==> config.mk <==
export PLATFORM = sky130hd
export DESIGN_NAME = dual_core_mem_arbiter
export DESIGN_NICKNAME = d
export VERILOG_FILES = /design/src/rtl/arb_pkg.sv /design/src/rtl/dual_core_mem_arbiter_rr_select.sv /design/src/rtl/dual_core_mem_arbiter.sv
export SDC_FILE = /design/constraint.sdc
export NUM_CORES = 1
export LEC_CHECK = 0
export BUFFER_PORTS_ARGS = -buffer_cell sky130_fd_sc_hd__buf_2
export CORE_AREA = 2 2 108 110
export CTS_BUF_LIST = sky130_fd_sc_hd__clkbuf_8
export CTS_CLUSTER_DIAMETER = 30
export DETAILED_ROUTE_END_ITERATION = 10
export DIE_AREA = 0 0 110 112
export PLACE_DENSITY = 0.76
export SYNTH_ARGS = -nofsm -noshare
export SYNTH_HDL_FRONTEND = slang
export SYNTH_HIERARCHICAL = 1
export SYNTH_SLANG_ARGS = --single-unit
==> constraint.sdc <==
create_clock -name clk -period 3.4 [get_ports clk]
set_input_delay 0.51 -clock clk [delete_from_list [all_inputs] [get_ports clk]]
set_output_delay 0.51 -clock clk [all_outputs]
set_load 0.05 [all_outputs]
==> src/rtl/arb_pkg.sv <==
// Shared types and constants for the dual-core memory arbiter.
package arb_pkg;

   localparam int NUM_CORES = 2;

   typedef enum logic [1:0] {
      IDLE,
      ISSUE,
      WAIT_RD
   } state_t;

   typedef logic owner_t;

   // One-hot core mask for a core index.
   function automatic logic [NUM_CORES-1:0] owner_onehot(input owner_t o);
      return o ? 2'b10 : 2'b01;
   endfunction

endpackage

==> src/rtl/dual_core_mem_arbiter_rr_select.sv <==
// Combinational two-way round-robin selector: a lone requester always wins,
// a tie is broken in favour of the core named by rr.
module rr_select
   import arb_pkg::*;
(
   input  logic [1:0] req,
   input  owner_t     rr,
   output logic [1:0] gnt
);

   // Pick the winner; only a tie consults the round-robin pointer.
   always_comb begin
      gnt = 2'b00;
      if (req == 2'b11) begin
         gnt = owner_onehot(rr);
      end else begin
         gnt = req;
      end
   end

endmodule

==> src/rtl/dual_core_mem_arbiter.sv <==
// Two-core arbiter in front of a single memory port, one transaction in flight.
// Optional macro ARB_PERF_CNT_EN adds saturating grant/conflict counters.
module dual_core_mem_arbiter
   import arb_pkg::*;
#(
   parameter int ADDR_W = 32,
   parameter int DATA_W = 32
) (
   input  logic                      clk,
   input  logic                      rst,
   input  logic [1:0]                core_req,
   input  logic [1:0]                core_we,
   input  logic [2*ADDR_W-1:0]       core_addr,
   input  logic [2*DATA_W-1:0]       core_wdata,
   input  logic [2*(DATA_W/8)-1:0]   core_be,
   output logic [1:0]                core_gnt,
   output logic [1:0]                core_rvalid,
   output logic [DATA_W-1:0]         core_rdata,
   output logic                      mem_req,
   output logic                      mem_we,
   output logic [ADDR_W-1:0]         mem_addr,
   output logic [DATA_W-1:0]         mem_wdata,
   output logic [(DATA_W/8)-1:0]     mem_be,
   input  logic                      mem_ready,
   input  logic                      mem_rvalid,
   input  logic [DATA_W-1:0]         mem_rdata
`ifdef ARB_PERF_CNT_EN
   ,
   output logic [31:0]               perf_gnt0,
   output logic [31:0]               perf_gnt1,
   output logic [31:0]               perf_conflict
`endif
);

   localparam int BE_W = DATA_W / 8;

   state_t              state;
   state_t              state_next;
   owner_t              rr;
   owner_t              owner;
   logic [1:0]          sel_gnt;
   logic                win;
   logic                wr_done;
   logic                rd_done;
   logic                lat_we;
   logic [ADDR_W-1:0]   lat_addr;
   logic [DATA_W-1:0]   lat_wdata;
   logic [BE_W-1:0]     lat_be;

   rr_select u_rr_select (
      .req (core_req),
      .rr  (rr),
      .gnt (sel_gnt)
   );

   assign win       = sel_gnt[1];
   assign mem_we    = lat_we;
   assign mem_addr  = lat_addr;
   assign mem_wdata = lat_wdata;
   assign mem_be    = lat_be;

   // State register.
   always_ff @(posedge clk) begin
      if (rst) begin
         state <= IDLE;
      end else begin
         state <= state_next;
      end
   end

   // Next state, grant pulse, memory request and completion strobes.
   always_comb begin
      state_next = state;
      core_gnt   = 2'b00;
      mem_req    = 1'b0;
      wr_done    = 1'b0;
      rd_done    = 1'b0;
      if (!rst) begin
         unique case (state)
            IDLE: begin
               if (|core_req) begin
                  core_gnt   = sel_gnt;
                  state_next = ISSUE;
               end
            end
            ISSUE: begin
               mem_req = 1'b1;
               if (mem_ready) begin
                  if (lat_we) begin
                     wr_done    = 1'b1;
                     state_next = IDLE;
                  end else begin
                     state_next = WAIT_RD;
                  end
               end
            end
            WAIT_RD: begin
               if (mem_rvalid) begin
                  rd_done    = 1'b1;
                  state_next = IDLE;
               end
            end
            default: state_next = IDLE;
         endcase
      end
   end

   // Latch the winner's request, advance rr, and register completions.
   always_ff @(posedge clk) begin
      if (rst) begin
         rr          <= 1'b0;
         owner       <= 1'b0;
         lat_we      <= 1'b0;
         lat_addr    <= '0;
         lat_wdata   <= '0;
         lat_be      <= '0;
         core_rvalid <= 2'b00;
         core_rdata  <= '0;
      end else begin
         if (|core_gnt) begin
            owner     <= win;
            rr        <= ~win;
            lat_we    <= win ? core_we[1] : core_we[0];
            lat_addr  <= win ? core_addr[2*ADDR_W-1:ADDR_W] : core_addr[ADDR_W-1:0];
            lat_wdata <= win ? core_wdata[2*DATA_W-1:DATA_W] : core_wdata[DATA_W-1:0];
            lat_be    <= win ? core_be[2*BE_W-1:BE_W] : core_be[BE_W-1:0];
         end
         core_rvalid <= 2'b00;
         if (wr_done) begin
            core_rvalid <= owner_onehot(owner);
            core_rdata  <= '0;
         end else if (rd_done) begin
            core_rvalid <= owner_onehot(owner);
            core_rdata  <= mem_rdata;
         end
      end
   end

`ifdef ARB_PERF_CNT_EN
   // Saturating per-core grant counters and IDLE-cycle conflict counter.
   always_ff @(posedge clk) begin
      if (rst) begin
         perf_gnt0     <= '0;
         perf_gnt1     <= '0;
         perf_conflict <= '0;
      end else begin
         if (core_gnt[0] && (perf_gnt0 != '1)) begin
            perf_gnt0 <= perf_gnt0 + 32'd1;
         end
         if (core_gnt[1] && (perf_gnt1 != '1)) begin
            perf_gnt1 <= perf_gnt1 + 32'd1;
         end
         if ((state == IDLE) && (core_req == 2'b11) && (perf_conflict != '1)) begin
            perf_conflict <= perf_conflict + 32'd1;
         end
      end
   end
`endif

endmodule

==> qor.yml <==
grt_pass1_wl_um: 21710
start_util_pct: 41.70
fin_tns_setup_ns: 0
synth.avg_cell_area_um2: 10.31
worst_pin_slew_ns: 0.8286
period_share_pct: 70.51
num_rows: 39
syn_nets: 628
status: "complete, no violations"
portBuffers: 281
endpoint_kind: "output pin"
crit_type: "register to output pin"
postCtsSetupBuffers: 0
grt_pass1_vias: 4519
cap_violations: 0
nFillCells: 1012
power_density_nw_per_um2: 470.1
finalSetupViolCount: 0
p_comb_share_pct: 27.6
area_growth_pct: 35.07
cts_tree: "done"
max_slew_margin_pct: 44.76
switching_share_pct: 34.49
finalWirelength_um: 14160
die_w_um: 110
dr_total_vias: 4644
dr.pass1.iters: 4
numCtsBuffers: 9
internal-power_uw: 1938
yosysUniqueCellTypes: 26
grt_start_max_net_pins: 70
power_frac_seq_pct: 46.6
h-tree-depth: 3
drv_slew: 0
hold_viol: 0
multi_input_comb_area_um2: 2270
grt_antenna_before_repair: 0
power_switching_uw: 1020
clock_path_buffers: 2
worstPathArrival_ns: 1.89
layout.nets: 873
cp_max_fo: 20
peakVddDrop_v: 0.0002349
via_per_inst: 5.496
cts_root_buf: "clkbuf_8"
hpwlAfterDp_um: 10240
fp.dieH_um: 112
synth_cells: 452
fin_area_um2: 6294
postRouteAntennaNets: 0
ioPinCount: 282
seqCellArea_um2: 2142
clkSinkCount: 107
die_area_um2: 12320
cp-start-kind: "register"
cp.required_ns: 2.89
n_antenna_cell: 0
cts_hold_buffers: 0
gp_congestion: 0.7817
synth-seq-area-share_pct: 45.97
post-route-min-period_ns: 2.397
drt_iter0_drc: 334
finalClockSkew_ns: 0.009369
grt_use_total_pct: 22.24
grt-ovfl-total: 0
clk_pin_slew_worst_paths_ns: 0.09
drc_errors: 0
core_area_um2: 11170
wl_per_cell_um: 16.76
post_cts_resized: 0
synthesis.area_um2: 4659
p_leak_uw: 0.002864
max_freq_ghz: 0.4171
clkPwrFrac_pct: 25.8
drive_above_1_share_pct: 49.15
place_area_um2: 6102
yosys_warnings: 6
ys_seq_elements: 107
rsz0062_at_grt: "false"
clk-insertion-delay-late_ns: 0.38
hp-class: "input port to register"
==> logic make-up (layout without fill, tap and decap cells) <==
| kind of cell | Yosys count | after routing | share of synthesized area (%) |
|---|---|---|---|
| and+or+nand+nor | 45 | 45 | 4.834 |
| DFF | 107 | 107 | 45.97 |
| AOI/OAI and AO/OA | 171 | 171 | 28.63 |
| buffers and inverters | 60 | 310 | 5.746 |
| muxes | 69 | 69 | 14.82 |
==> cell usage in the layout, fill, tap and decap left out, drive strengths merged <==
cell and count:
nand3b 1, a2111oi 1, o21ba 1, or2 1, clkbuf 13, a21boi 2
nor2 14, nand2b 1, a211oi 69, mux2i 69, and3 3, buf 292
and3b 1, o221a 23, dfxtp 107, nor3 21, a31o 1, nor3b 1
clkinv 1, inv 4, o21bai 1, nor2b 2, a31oi 73
==> cells in the mapped netlist, drive strengths merged <==
library cell	instances	share of area (%)
nor2	14	1.1
and3	3	0.40
a31o	1	0.19
a211oi	69	12
nor3	21	2.3
or2	1	0.13
clkbuf	40	3.2
a31oi	73	9.8
a21boi	2	0.32
nand2b	1	0.13
nor2b	2	0.27
o21bai	1	0.16
and3b	1	0.19
inv	2	0.16
a2111oi	1	0.19
o221a	23	5.6
nand3b	1	0.16
mux2i	69	15
dfxtp	107	46
o21ba	1	0.21
nor3b	1	0.16
buf	18	2.4
==> metrics by stage <==
stage	instances	hold WS (ns)	utilization [%]	setup slack, ns	total power (uW)
2_1_floorplan	452	0.4025	-	1.314	1978
3_3_place_gp	829	0.4109	54.61	1.229	2206
3_5_place_dp	829	0.4243	54.61	1.156	2225
4_1_cts	845	0.3805	56.32	0.9672	2980
5_1_grt	845	0.4036	56.32	0.8762	3083
6_report	845	0.3991	56.32	1.003	2959
==> power groups by stage <==
stage / clock network, uW / registers, uW / logic (uW)
after floorplan: 0 / 1660 / 318
after global placement: 0 / 1410 / 801
after detailed placement: 0 / 1410 / 818
after CTS: 781 / 1380 / 820
after global routing: 822 / 1390 / 872
final: 764 / 1380 / 816
==> registers in the layout, summed over array words and instances, names as in the netlist <==
signal / count
mem_be: 4
mem_addr: 32
core_rvalid: 2
owner: 1
core_rdata: 32
state: 2
rr: 1
mem_wdata: 32
mem_we: 1
==> final timing paths <==
| path | from | to | slack (ns) | cells after the start |
|---|---|---|---|---|
| setup / recovery | rr$_SDFFE_PP0P_ | core_gnt[1] | 1.00 | 5 |
| hold / removal | mem_rdata[28] | core_rdata[28]$_SDFFE_PP0N_ | 0.40 | 3 |
| setup reg to reg | rr$_SDFFE_PP0P_ | mem_wdata[6]$_SDFFE_PP0P_ | 1.46 | 6 |
| hold reg to reg | owner$_SDFFE_PP0P_ | core_rvalid[0]$_SDFF_PP0_ | 0.45 | 1 |
==> worst max-delay path: stages (launching register included) <==
cell and delay, ns:
dfxtp_1 0.37, inv_1 0.09, a21boi_4 0.16, buf_4 0.35
and3_1 0.27, buf_2 0.28
==> area by class of cell <==
class                           instances  area share [%]
Clock inverter                          3          0.1988
Sequential cell                       107           34.04
Timing Repair Buffer                  292           23.90
Tap cell                              143           2.843
Multi-Input combinational cell        285           36.06
Inverter                                2          0.1193
Clock buffer                           13           2.843
==> routing by layer <==
layer  part of all wire (%)  vias up  global-route usage (%)
met5                      0        -                       0
met4                    2.1        0                   9.114
met3                    7.9       24                   4.274
met2                     50      201                   38.81
met1                     40     2156                   26.24
li1                       -     2263                       -
Note: power is estimated with default switching activity, not from simulation.
